[config.mk]
export PLATFORM = sky130hd
export DESIGN_NAME = intr_ctrl
export DESIGN_NICKNAME = d
export VERILOG_FILES = /design/src/rtl/intr_ctrl_pkg.sv /design/src/rtl/intr_prio_enc.sv /design/src/rtl/intr_ctrl.sv
export SDC_FILE = /design/constraint.sdc
export NUM_CORES = 1
export LEC_CHECK = 0
export BUFFER_PORTS_ARGS = -buffer_cell sky130_fd_sc_hd__clkbuf_2
export CAP_MARGIN = 20
export CORE_UTILIZATION = 50
export CTS_CLUSTER_SIZE = 28
export DETAILED_ROUTE_END_ITERATION = 12
export PLACE_DENSITY_LB_ADDON = 0.05
export SYNTH_ARGS = -nofsm -noshare
export SYNTH_HDL_FRONTEND = slang
export SYNTH_SLANG_ARGS = --single-unit
[constraint.sdc]
create_clock -name clk -period 4.7 [get_ports clk]
set_input_delay 0.94 -clock clk [delete_from_list [all_inputs] [get_ports clk]]
set_output_delay 0.94 -clock clk [all_outputs]
set_load 0.05 [all_outputs]
[src/rtl/intr_ctrl_pkg.sv]
// Shared definitions for the priority interrupt controller: register map,
// handshake FSM states and VEC register layout.
package intr_ctrl_pkg;

    localparam logic [1:0] ADDR_PEND = 2'd0;
    localparam logic [1:0] ADDR_MASK = 2'd1;
    localparam logic [1:0] ADDR_VEC  = 2'd2;
    localparam logic [1:0] ADDR_CTRL = 2'd3;

    localparam int VEC_VALID_BIT = 31;

    typedef enum logic [1:0] {
        ST_IDLE = 2'd0,
        ST_REQ  = 2'd1,
        ST_ACK  = 2'd2
    } state_e;

endpackage

[src/rtl/intr_prio_enc.sv]
// Lowest-index-first priority encoder: source 0 has the highest priority.
module intr_prio_enc #(
    parameter int NSRC = 8,
    parameter int IDW  = 3
) (
    input  logic [NSRC-1:0] req,
    output logic [IDW-1:0]  id,
    output logic            any
);

    // Scan from the top down so the lowest set index is the last one written.
    always_comb begin
        id = '0;
        for (int i = NSRC - 1; i >= 0; i--) begin
            if (req[i]) id = IDW'(i);
        end
    end

    assign any = |req;

endmodule

[src/rtl/intr_ctrl.sv]
// Priority interrupt controller: edge-captured pending requests, mask/enable
// registers, and a REQ/ACK handshake with the CPU's intr/inta lines.
module intr_ctrl
    import intr_ctrl_pkg::*;
#(
    parameter int NSRC = 8,
    parameter int IDW  = 3
) (
    input  logic            clk,
    input  logic            clrn,
    input  logic [NSRC-1:0] irq,
    input  logic            inta,
    output logic            intr,
    input  logic            sel,
    input  logic            we,
    input  logic [1:0]      addr,
    input  logic [31:0]     wdata,
    output logic [31:0]     rdata
);

    state_e          state_q, state_d;
    logic [NSRC-1:0] irq_q, irq_d;
    logic [NSRC-1:0] pend_q, pend_d;
    logic [NSRC-1:0] mask_q, mask_d;
    logic            en_q, en_d;
    logic            vec_valid_q, vec_valid_d;
    logic [IDW-1:0]  vec_id_q, vec_id_d;
    logic            intr_q, intr_d;

    logic [NSRC-1:0] rise;
    logic [IDW-1:0]  win_id;
    logic            win_any;
    logic            req;
    logic            wr;
    logic            ack;
    logic            unused_wdata;

    assign unused_wdata = ^wdata;

    intr_prio_enc #(
        .NSRC(NSRC),
        .IDW (IDW)
    ) u_prio_enc (
        .req(pend_q & mask_q),
        .id (win_id),
        .any(win_any)
    );

    assign rise = irq & ~irq_q;
    assign req  = en_q & win_any;
    assign wr   = sel & we;

    always_comb begin
        state_d     = state_q;
        ack         = 1'b0;
        irq_d       = irq;
        pend_d      = pend_q;
        mask_d      = mask_q;
        en_d        = en_q;
        vec_valid_d = vec_valid_q;
        vec_id_d    = vec_id_q;

        // An ack is only honoured while a live winner exists, so VEC never records a stale id.
        case (state_q)
            ST_IDLE: if (req) state_d = ST_REQ;
            ST_REQ: begin
                if (inta && req) begin
                    state_d = ST_ACK;
                    ack     = 1'b1;
                end else if (!req) begin
                    state_d = ST_IDLE;
                end
            end
            ST_ACK:  state_d = ST_IDLE;
            default: state_d = ST_IDLE;
        endcase

        if (wr && addr == ADDR_PEND) pend_d = pend_d & ~wdata[NSRC-1:0];
        if (ack) begin
            pend_d[win_id] = 1'b0;
            vec_valid_d    = 1'b1;
            vec_id_d       = win_id;
        end
        // New edges are applied last so a same-cycle rise survives any clear.
        pend_d = pend_d | rise;

        if (wr && addr == ADDR_MASK) mask_d = wdata[NSRC-1:0];
        if (wr && addr == ADDR_CTRL) en_d = wdata[0];

        intr_d = (state_d == ST_REQ);
    end

    always_ff @(posedge clk) begin
        if (!clrn) begin
            state_q     <= ST_IDLE;
            irq_q       <= '0;
            pend_q      <= '0;
            mask_q      <= '0;
            en_q        <= 1'b0;
            vec_valid_q <= 1'b0;
            vec_id_q    <= '0;
            intr_q      <= 1'b0;
        end else begin
            state_q     <= state_d;
            irq_q       <= irq_d;
            pend_q      <= pend_d;
            mask_q      <= mask_d;
            en_q        <= en_d;
            vec_valid_q <= vec_valid_d;
            vec_id_q    <= vec_id_d;
            intr_q      <= intr_d;
        end
    end

    assign intr = intr_q;

    always_comb begin
        rdata = '0;
        if (sel) begin
            case (addr)
                ADDR_PEND: rdata[NSRC-1:0] = pend_q;
                ADDR_MASK: rdata[NSRC-1:0] = mask_q;
                ADDR_VEC: begin
                    rdata[VEC_VALID_BIT] = vec_valid_q;
                    rdata[IDW-1:0]       = vec_id_q;
                end
                ADDR_CTRL: rdata[0] = en_q;
                default:   rdata = '0;
            endcase
        end
    end

endmodule

==> Flow_metrics.wiki, run 1 <==
{| class="wikitable"
! Metric !! Value
|-
| CP endpoint kind || primary output
|-
| Number of rows created at floorplan || 20
|-
| Seq/Total Area, Yosys || 37.3%
|-
| Async set or reset register ratio after synthesis || 0%
|-
| Area growth from synthesis to final layout || 9.40%
|-
| Total congestion overflow || 0
|-
| Leading post-synthesis cells by cell area || sky130_fd_sc_hd__dfxtp_1 37%, sky130_fd_sc_hd__buf_4 10%, sky130_fd_sc_hd__nand2_1 7.4%, sky130_fd_sc_hd__a21oi_1 6.1%, sky130_fd_sc_hd__mux2i_1 4.7%
|-
| Worst slew margin relative to its limit || 62.7%
|-
| Final worst-path cycle share || 66.3%
|-
| Total detailed-routing wirelength || 3.50 mm
|-
| Final #Nets || 281
|-
| Number of buffers inserted by hold repair at cts || 0
|-
| Count of non-filler cells in the finished layout || 279
|-
| DRC violation total after the first TritonRoute iteration || 71
|-
| Crit start category || input port
|-
| Vias in the first global route || 1,314
|-
| Synthesized cell area || 0.00172 mm^2
|-
| Number of warnings printed during yosys synthesis || 0
|-
| First-pass GRT wire length || 5.88 mm
|-
| Status || complete, no violations
|-
| CP arrival || 2170 ps
|-
| CORE AREA || 0.00315 mm^2
|-
| Number of diodes added for antenna fixing || 0
|-
| Crit Path Class || in2out
|-
| Maximum clock path buffer count || 2
|-
| Area share of the leading cell type in the synthesized netlist || 37.3%
|-
| Gp weighted congestion || 0.784
|-
| Tightest Pin Transition || 560 ps
|-
| Leak pwr || 0.000857 uW
|-
| Path type of the worst min-delay path || reg2reg
|-
| Flop pwr share || 48.8%
|-
| Clock H-tree levels || 2
|-
| HPWL reported at the end of detailed placement || 2.60 mm
|-
| Detailed-route wire length per cell || 12.6 um
|-
| Initial core utilization || 54.5%
|-
| Total routing usage reported by global routing || 22.5%
|-
| Clock root buffer || sky130_fd_sc_hd__clkbuf_4
|-
| Setup repair after global routing missed its margin || no
|-
| Shortest period the worst path allows || 3110 ps
|-
| Cell count after synthesis || 204
|-
| Instance count after placement with tap cells included || 271
|-
| Postcts setup bufs || 0
|-
| CTS tree || yes
|-
| Max Fclk || 0.321 GHz
|-
| Width of the chip || 60.6 um
|-
| Via density per instance || 5.14
|-
| Leading register cell type out of synthesis || sky130_fd_sc_hd__dfxtp_1
|-
| Post-route DRC violation count || 0
|-
| Unique masters post-synth || 41
|-
| Clock slew seen by the registers of the worst setup and hold paths || 100 ps
|-
| Count of nets left with antenna violations after detail routing || 0
|-
| Number of register bits inferred by synthesis || 32
|-
| Input/output buffers || 32
|-
| Area taken by flip-flops and latches || 641 um^2
|-
| Maximum clock skew at final layout || 8.79 ps
|-
| Critical path data required time || 3760 ps
|-
| Routed vias || 1,434
|-
| Die area || 0.00367 mm^2
|-
| Cts repair resizes || 0
|-
| Number of ports placed on the die boundary || 80
|-
| Num CTS Buffers || 5
|-
| Count of endpoints failing setup in the final report || 0
|-
| Height of the chip || 60.6 um
|-
| Switch share || 31.1%
|-
| Logic pwr share || 17.1%
|-
| Total of max-cap violations || 0
|-
| Worst IR Drop VDD || 0.000202 V
|-
| Total power per unit cell area || 326 mW/mm^2
|-
| Final Hold Fails || 0
|-
| Top fanout value on the critical path || 12
|-
| Multi-input gate area in the final layout || 913 um^2
|-
| Skew-Pair Late Insertion Delay || 340 ps
|-
| Antenna violations before repair || 0
|-
| Internal || 423 uW
|-
| Fillers || 315
|-
| Final count of pins violating max slew || 0
|-
| Total clock sinks || 32
|-
| Setup TNS || 0 ps
|-
| Biggest area consumer among synthesized cells || sky130_fd_sc_hd__dfxtp_1
|-
| Syn avg cell area || 8.42 um^2
|-
| Clk network pwr share || 34.1%
|-
| Largest net degree at the start of global routing || 19
|-
| First-pass iteration count of the detailed router || 4
|-
| Power dissipated by switching net loads || 191 uW
|-
| EDFF count, synth || 0
|-
| Share of final-layout standard cells stronger than drive strength 1 || 19.1%
|}
==> layout make-up <==
type / instances / area share [%]
tap: 44 / 2.93
multi-input combinational: 155 / 48.6
inverter: 8 / 1.60
sequential: 32 / 34.1
clock buffer: 5 / 2.00
clock inverter: 3 / 2.26
timing repair buffer: 32 / 8.52
==> state kept, by name, summed over array words and instances (netlist names) <==
register     flops
vec_valid_q      1
irq_q            8
state_q          2
pend_q           8
vec_id_q         3
en_q             1
mask_q           8
intr             1
==> Yosys cell counts, types with 2 or more instances <==
master	number
sky130_fd_sc_hd__o21ai_0	3
sky130_fd_sc_hd__and2_1	9
sky130_fd_sc_hd__and4b_1	2
sky130_fd_sc_hd__a22o_1	4
sky130_fd_sc_hd__nor2b_1	2
sky130_fd_sc_hd__o22ai_1	2
sky130_fd_sc_hd__buf_2	5
sky130_fd_sc_hd__nor3_1	3
sky130_fd_sc_hd__inv_1	8
sky130_fd_sc_hd__nand4_1	2
sky130_fd_sc_hd__nand3_1	4
sky130_fd_sc_hd__a21oi_1	21
sky130_fd_sc_hd__a21o_1	3
sky130_fd_sc_hd__clkbuf_1	2
sky130_fd_sc_hd__nand3b_1	2
sky130_fd_sc_hd__nand2_1	34
sky130_fd_sc_hd__a22oi_4	2
sky130_fd_sc_hd__nor2_1	10
sky130_fd_sc_hd__buf_4	23
sky130_fd_sc_hd__a2111oi_0	2
sky130_fd_sc_hd__a22oi_1	3
sky130_fd_sc_hd__dfxtp_1	32
sky130_fd_sc_hd__mux2i_1	8
==> worst max-delay path: stages <==
cell	delay (ps)
sky130_fd_sc_hd__clkbuf_2	250
sky130_fd_sc_hd__mux4_1	570
sky130_fd_sc_hd__and2_1	170
sky130_fd_sc_hd__clkbuf_2	230
==> worst paths after layout <==
check,startpoint,cells past startpoint,endpoint,slack [ps]
worst max-delay path,addr[0],4,rdata[0],1590
worst min-delay path,irq_q[2],1,pend_q[2],430
worst max register to register,en_q,4,pend_q[4],3090
worst min register to register,irq_q[2],1,pend_q[2],430
==> placed cells by master (no fill, tap or decap), types with 4 or more instances in the layout <==
cell                       Yosys  layout
sky130_fd_sc_hd__clkbuf_4      0       5
sky130_fd_sc_hd__nand2_1      34      34
sky130_fd_sc_hd__a22o_1        4       4
sky130_fd_sc_hd__conb_1        1      23
sky130_fd_sc_hd__and2_1        9       9
sky130_fd_sc_hd__mux2i_1       8       8
sky130_fd_sc_hd__clkbuf_2      0      32
sky130_fd_sc_hd__inv_1         8       8
sky130_fd_sc_hd__nor2_1       10      10
sky130_fd_sc_hd__dfxtp_1      32      32
sky130_fd_sc_hd__a21oi_1      21      21
sky130_fd_sc_hd__nand3_1       4       4
==> metal layers <==
metal	part of all wire, %	global-route usage [%]	vias to the layer above	routed length (um)
met5	0	0	-	0
met4	0.97	8.77	0	34
met3	5.9	7.89	4	207
met2	48	37.0	53	1670
met1	45	26.9	652	1590
li1	-	-	725	-
==> power groups by stage <==
stage	Sequential (uW)	Clock, uW	Combinational [uW]
after floorplan	302	0	101
after global placement	304	0	103
after detailed placement	305	0	105
after CTS	299	217	105
after global routing	301	229	114
final	299	209	105
==> cells by family (layout without fill, tap and decap cells) <==
logic type      after synthesis  in the layout  share of synthesized area [%]
compound gates               47             47                           19.4
simple gates                 76             76                           22.6
other cells                   1             23                          0.218
buf+inv                      39             48                           14.3
mux                           9              9                           6.19
flops                        32             32                           37.3
==> through the flow <==
step | total power, uW | instance area [um^2] | utilization [%] | hold WS, ps | setup WS (ps)
final | 614 | 1880 | 59.6 | 430 | 1590
after global routing | 644 | 1880 | 59.6 | 452 | 1530
after CTS | 621 | 1880 | 59.6 | 432 | 1590
after detailed placement | 410 | 1800 | 57.1 | 414 | 1590
after global placement | 408 | 1800 | 57.1 | 402 | 1590
after floorplan | 403 | 1800 | - | 399 | 1750
Note: power is estimated with default switching activity, not from simulation.
==> run 2: changes to the inputs <==
Settings changed: CORE_UTILIZATION 50 to 46.
Clock period 4.7 ns to 3 ns, I/O delays scaled along.
==> run 2 against run 1 <==
  * Critical path depth stayed put
  * Power increased by 70%
  * Die area is 8.4% higher
  * Core utilization decreased by 4.6 points
  * Design area rose by 1.6%
  * Clock power up 95%
  * Hold slack worse by 3.9 ps
  * Global-route usage down 1.6 points
  * Combinational power rose by 57%
  * Critical path type unchanged
  * Highest routed layer unchanged
==> Flow_metrics.wiki, run 2 (same netlist as run 1, synthesis figures left out) <==
{| class="wikitable"
! Metric !! Value
|-
| Clock H-tree levels || 2
|-
| Die area || 0.00398 mm^2
|-
| Number of buffers inserted by hold repair at cts || 0
|-
| Area growth from synthesis to final layout || 11.1%
|-
| Total of max-cap violations || 0
|-
| Final worst-path cycle share || 81.6%
|-
| Post-route DRC violation count || 0
|-
| Total power per unit cell area || 546 mW/mm^2
|-
| Count of non-filler cells in the finished layout || 281
|-
| Final Hold Fails || 0
|-
| Register-to-register setup slack || 1390 ps
|-
| Total clock sinks || 32
|-
| Height of the chip || 63.1 um
|-
| Max Fclk || 0.409 GHz
|-
| CORE AREA || 0.00347 mm^2
|-
| Setup repair after global routing missed its margin || no
|-
| Wire length on met2 || 1.58 mm
|-
| Vias in the first global route || 1,334
|-
| Maximum clock skew at final layout || 3.08 ps
|-
| Postcts setup bufs || 0
|-
| Via density per instance || 5.12
|-
| Status || complete, no violations
|-
| Detailed-route wire length per cell || 13.2 um
|-
| Final design area excluding fillers || 0.00191 mm^2
|-
| Largest registers in the final layout || irq_q x8, mask_q x8, pend_q x8
|-
| Met1 wire length || 1.85 mm
|-
| Total routing usage reported by global routing || 20.9%
|-
| Tightest Pin Transition || 501 ps
|-
| Sink of the worst hold path || pend_q[2]
|-
| Overall power consumption || 1040 uW
|-
| CP arrival || 1850 ps
|-
| Count of nets left with antenna violations after detail routing || 0
|-
| Commonest cells after routing, fill and taps aside || 34 x sky130_fd_sc_hd__nand2_1, 32 x sky130_fd_sc_hd__dfxtp_1, 32 x sky130_fd_sc_hd__clkbuf_2
|-
| Input/output buffers || 32
|-
| Cell depth of the worst min-delay path || 1
|-
| Width of the chip || 63.1 um
|-
| Number of diodes added for antenna fixing || 0
|-
| Skew-Pair Late Insertion Delay || 280 ps
|-
| Instance count after placement with tap cells included || 273
|-
| Crit start category || input port
|-
| Clock slew seen by the registers of the worst setup and hold paths || 70 ps
|-
| Most common cell after layout, fill and taps aside || sky130_fd_sc_hd__nand2_1
|-
| Top fanout value on the critical path || 12
|-
| Total congestion overflow || 0
|-
| Num CTS Buffers || 5
|-
| Total placed instance area || 0.00180 mm^2
|-
| Routed vias || 1,439
|-
| Crit Path Class || in2out
|-
| Worst IR Drop VDD || 0.000468 V
|-
| Number of ports placed on the die boundary || 80
|-
| Setup TNS || 0 ps
|-
| Final #Nets || 281
|-
| First-pass iteration count of the detailed router || 4
|-
| Share of final-layout standard cells stronger than drive strength 1 || 18.7%
|-
| Final count of pins violating max slew || 0
|-
| Critical path data required time || 2400 ps
|-
| CTS tree || yes
|-
| HPWL reported at the end of detailed placement || 2.77 mm
|-
| Number of rows created at floorplan || 21
|-
| Initial core utilization || 49.5%
|-
| R2R Path End || pend_q[4]
|-
| Clock root buffer || sky130_fd_sc_hd__clkbuf_8
|-
| Largest net degree at the start of global routing || 19
|-
| CP endpoint kind || primary output
|-
| R2R depth || 4
|-
| Leak pwr || 0.000871 uW
|-
| Gp weighted congestion || 0.802
|-
| Path type of the worst min-delay path || reg2reg
|-
| Worst hold start || irq_q[2]
|-
| Count of endpoints failing setup in the final report || 0
|-
| Uppermost routed layer || met4
|-
| Fillers || 347
|-
| Antenna violations before repair || 0
|-
| First-pass GRT wire length || 6.42 mm
|-
| Maximum clock path buffer count || 2
|-
| Post-Route Utilization || 55.1%
|-
| Shortest period the worst path allows || 2450 ps
|-
| Worst slew margin relative to its limit || 66.6%
|-
| Routed met3 length || 249 um
|-
| Total detailed-routing wirelength || 3.70 mm
|-
| Worst r2r src || en_q
|-
| DRC violation total after the first TritonRoute iteration || 69
|-
| Cts repair resizes || 0
|}
## run 2: changes by cell type in the layout (fill, tap and decap cells not counted)
cell                         before  now
sky130_fd_sc_hd__clkbuf_4         5    0
sky130_fd_sc_hd__clkinvlp_4       1    0
sky130_fd_sc_hd__clkbuf_8         0    5
sky130_fd_sc_hd__clkbuf_1         0    1
## run 2: metrics by stage
step / worst slack [ps] / hold slack [ps]
final: 552 / 426
after floorplan: 728 / 399
after global placement: 558 / 403
after CTS: 558 / 426
after global routing: 512 / 441
after detailed placement: 554 / 413
## run 2: power by group
group | switching (uW) | total [uW] | internal (uW) | leakage [uW]
sequential | 24.3 | 470 | 446 | 0.000263
clock | 161 | 407 | 246 | 0.0000552
combinational | 122 | 165 | 42.8 | 0.000553
total | 307 | 1040 | 735 | 0.000871
## run 2: layout make-up
cell class	instances	area, um^2	area share, %
Inverter	8	30.0	1.57
Timing Repair Buffer	32	160	8.39
Clock inverter	2	35.0	1.83
Tap cell	46	57.6	3.01
Multi-Input combinational cell	155	913	47.8
Sequential cell	32	641	33.6
Clock buffer	6	72.6	3.80
## run 2: metal layers
| layer | up-vias | global-route usage [%] |
|---|---|---|
| met5 | - | 0 |
| met1 | 653 | 28.5 |
| met4 | 0 | 6.98 |
| met2 | 61 | 31.2 |
| met3 | 2 | 5.98 |
| li1 | 723 | - |
## run 2: critical path: stages
cell and delay [ps]:
sky130_fd_sc_hd__clkbuf_2 260, sky130_fd_sc_hd__mux4_1 590, sky130_fd_sc_hd__and2_1 170, sky130_fd_sc_hd__clkbuf_2 230
## run 2: worst max-delay path by stage
stage / start / to / slack [ps] / depth (start not counted)
floorplan: addr[0] / rdata[0] / 730 / 3
global placement: addr[0] / rdata[0] / 560 / 4
CTS: addr[0] / rdata[0] / 560 / 4
global route: addr[0] / rdata[0] / 510 / 4
finish: addr[0] / rdata[0] / 550 / 4
detailed placement: addr[0] / rdata[0] / 550 / 4
==> run 3: changes to the inputs <==
Settings changed: ABC_AREA set to 1, CORE_UTILIZATION 46 to 47.
Clock period 3 ns to 2.44 ns, I/O delays scaled along.
==> run 3 against run 2 <==
  * Register-to-register slack worse by 290 ps
  * Core utilization shrank 0.17 points
  * Clock skew grew 4.6 ps
  * Routed wire length is 3.4% lower
  * Sequential share of layout area is 1.9 points lower
  * Clock power up 3%
  * Combinational power grew 39%
  * Critical endpoint is now rdata[1]
  * Largest power group unchanged
==> Flow_metrics.wiki, run 3 <==
{| class="wikitable"
! Metric !! Value
|-
| Number of buffers inserted by hold repair at cts || 0
|-
| Path type of the worst min-delay path || in2reg
|-
| Critical path cell sequence || clkbuf_2 > inv_2 > nor2_4 > nand2_1 > o211ai_1 > nand2_1 > inv_1 > clkbuf_2
|-
| Cts repair resizes || 0
|-
| Setup TNS || 0 ps
|-
| Worst hold start || irq[0]
|-
| Leading post-synthesis cells by cell area || sky130_fd_sc_hd__dfxtp_1 35%, sky130_fd_sc_hd__nand2_1 14%, sky130_fd_sc_hd__buf_4 9.5%, sky130_fd_sc_hd__inv_1 5.2%, sky130_fd_sc_hd__nand2_2 5.2%
|-
| HPWL reported at the end of detailed placement || 2.68 mm
|-
| Critical Path Start || addr[0]
|-
| Total of max-cap violations || 0
|-
| Count of endpoints failing setup in the final report || 0
|-
| Overall power consumption || 1210 uW
|-
| Seq/Total Area, Yosys || 35.2%
|-
| Largest registers in the final layout || irq_q x8, mask_q x8, pend_q x8
|-
| Cell count after synthesis || 261
|-
| Global-route layer with the greatest usage || met2
|-
| Total placed instance area || 0.00193 mm^2
|-
| Post-Route Utilization || 54.9%
|-
| Width of the chip || 64.2 um
|-
| Height of the chip || 64.2 um
|-
| Fillers || 399
|-
| Final count of pins violating max slew || 0
|-
| Crit Path Class || in2out
|-
| CORE AREA || 0.00369 mm^2
|-
| Clock slew seen by the registers of the worst setup and hold paths || 60 ps
|-
| Status || complete, no violations
|-
| Area growth from synthesis to final layout || 11.4%
|-
| Met3 usage || 5.36%
|-
| Count leader, synth || sky130_fd_sc_hd__nand2_1
|-
| Input/output buffers || 32
|-
| Unique masters post-synth || 30
|-
| Maximum clock skew at final layout || 7.65 ps
|-
| Final design area excluding fillers || 0.00202 mm^2
|-
| Count of nets left with antenna violations after detail routing || 0
|-
| Clock H-tree levels || 2
|-
| Clock root buffer || sky130_fd_sc_hd__clkbuf_8
|-
| Area share of the leading cell type in the synthesized netlist || 35.2%
|-
| Num CTS Buffers || 5
|-
| Leading register cell type out of synthesis || sky130_fd_sc_hd__dfxtp_1
|-
| First-pass iteration count of the detailed router || 4
|-
| DRC violation total after the first TritonRoute iteration || 78
|-
| Most instantiated cells after synthesis || 68 x sky130_fd_sc_hd__nand2_1, 32 x sky130_fd_sc_hd__dfxtp_1, 25 x sky130_fd_sc_hd__inv_1
|-
| CTS tree || yes
|-
| Setup repair after global routing missed its margin || no
|-
| Async set or reset register ratio after synthesis || 0%
|-
| Max Fclk || 0.504 GHz
|-
| EDFF count, synth || 0
|-
| Largest net degree at the start of global routing || 28
|-
| Tightest Pin Transition || 513 ps
|-
| Worst r2r src || pend_q[1]
|-
| Die area || 0.00412 mm^2
|-
| Worst IR Drop VDD || 0.000413 V
|-
| Crit start category || input port
|-
| Total detailed-routing wirelength || 3.58 mm
|-
| Worst slew margin relative to its limit || 65.8%
|-
| Number of register bits inferred by synthesis || 32
|-
| Maximum clock path buffer count || 2
|-
| Biggest area consumer among synthesized cells || sky130_fd_sc_hd__dfxtp_1
|-
| CP endpoint kind || primary output
|-
| Post-route DRC violation count || 0
|-
| Max incr delay on CP || 260 ps
|-
| Most common cell after layout, fill and taps aside || sky130_fd_sc_hd__nand2_1
|-
| Detailed-route wire length per cell || 10.4 um
|-
| Final #Nets || 343
|-
| Total routing usage reported by global routing || 20.9%
|-
| Shortest period the worst path allows || 1980 ps
|-
| Highest-delay cell along the critical path || sky130_fd_sc_hd__clkbuf_2
|-
| Leak pwr || 0.00107 uW
|-
| Total clock sinks || 32
|-
| Initial core utilization || 49.3%
|-
| Number of ports placed on the die boundary || 80
|-
| Final worst-path cycle share || 81.3%
|-
| Final Hold Fails || 0
|-
| Commonest cells after routing, fill and taps aside || 68 x sky130_fd_sc_hd__nand2_1, 32 x sky130_fd_sc_hd__dfxtp_1, 32 x sky130_fd_sc_hd__clkbuf_2
|-
| Number of diodes added for antenna fixing || 0
|-
| Number of warnings printed during yosys synthesis || 0
|-
| Via density per instance || 4.44
|-
| Critical path data required time || 1950 ps
|-
| Top fanout value on the critical path || 8
|-
| Vias in the first global route || 1,378
|-
| Met1 layer usage reported by global route || 27.4%
|-
| CP arrival || 1500 ps
|-
| Synthesized cell area || 0.00182 mm^2
|-
| Share of final-layout standard cells stronger than drive strength 1 || 29.6%
|-
| Total power per unit cell area || 598 mW/mm^2
|-
| Syn avg cell area || 6.97 um^2
|-
| Gp weighted congestion || 0.888
|-
| Postcts setup bufs || 0
|-
| Global-route met2 utilization || 32.8%
|-
| First-pass GRT wire length || 6.41 mm
|-
| Total congestion overflow || 0
|-
| Routed vias || 1,533
|-
| Number of rows created at floorplan || 22
|-
| Skew-Pair Late Insertion Delay || 290 ps
|-
| Antenna violations before repair || 0
|}
==> run 3: changes by cell type in the layout (fill, tap and decap cells not counted), moves of 8 or more <==
cell | before | now
sky130_fd_sc_hd__and2_1 | 9 | 0
sky130_fd_sc_hd__nand2_1 | 34 | 68
sky130_fd_sc_hd__mux2i_1 | 8 | 0
sky130_fd_sc_hd__inv_1 | 8 | 25
sky130_fd_sc_hd__o21ai_1 | 0 | 10
sky130_fd_sc_hd__nand2_2 | 0 | 15
sky130_fd_sc_hd__inv_2 | 0 | 10
sky130_fd_sc_hd__or2_2 | 0 | 8
sky130_fd_sc_hd__nor2_1 | 10 | 18
sky130_fd_sc_hd__a21oi_1 | 21 | 10
==> run 3: area by class of cell <==
class	instances	area (um^2)	area share, %
repair buffers	32	160	7.91
inverters	37	146	7.23
clock buffers	8	90.1	4.45
flip-flops and latches	32	641	31.6
well taps	48	60.1	2.97
multi-input cells	188	927	45.8
==> run 3: metal layers <==
| metal | wire length, um | share of wire [%] |
|---|---|---|
| met1 | 1770 | 50 |
| met2 | 1520 | 43 |
| met3 | 215 | 6.0 |
| met4 | 62 | 1.7 |
| met5 | 0 | 0 |
==> run 3: power by group <==
| part | internal (uW) | switching, uW |
|---|---|---|
| clock | 230 | 189 |
| sequential | 548 | 16.3 |
| combinational | 52.7 | 176 |
==> run 3: critical path, delay by kind of cell <==
| family | cells | cell delay (ps) |
|---|---|---|
| AOI/OAI and AO/OA | 1 | 90 |
| buffers and inverters | 4 | 550 |
| and+or+nand+nor | 3 | 370 |
==> run 3: path summary, 6_finish.rpt <==
check | endpoint | slack (ps) | depth (start not counted)
worst min-delay path | irq_q[0] | 400 | 3
worst max-delay path | rdata[1] | 460 | 8
worst max register to register | pend_q[7] | 1100 | 10
worst min register to register | vec_id_q[1] | 460 | 2
==> run 3: cells by family after synthesis <==
kind of cell | share of synthesized area, %
compound gates | 7.50
buf+inv | 18.3
flops | 35.2
other cells | 0.206
simple gates | 38.7
==> run 3: through the flow <==
stage	instances	hold WS, ps	setup slack (ps)
final	345	396	456
after global routing	345	407	315
after CTS	345	388	424
after detailed placement	337	452	439
after global placement	337	444	431
after floorplan	283	431	231
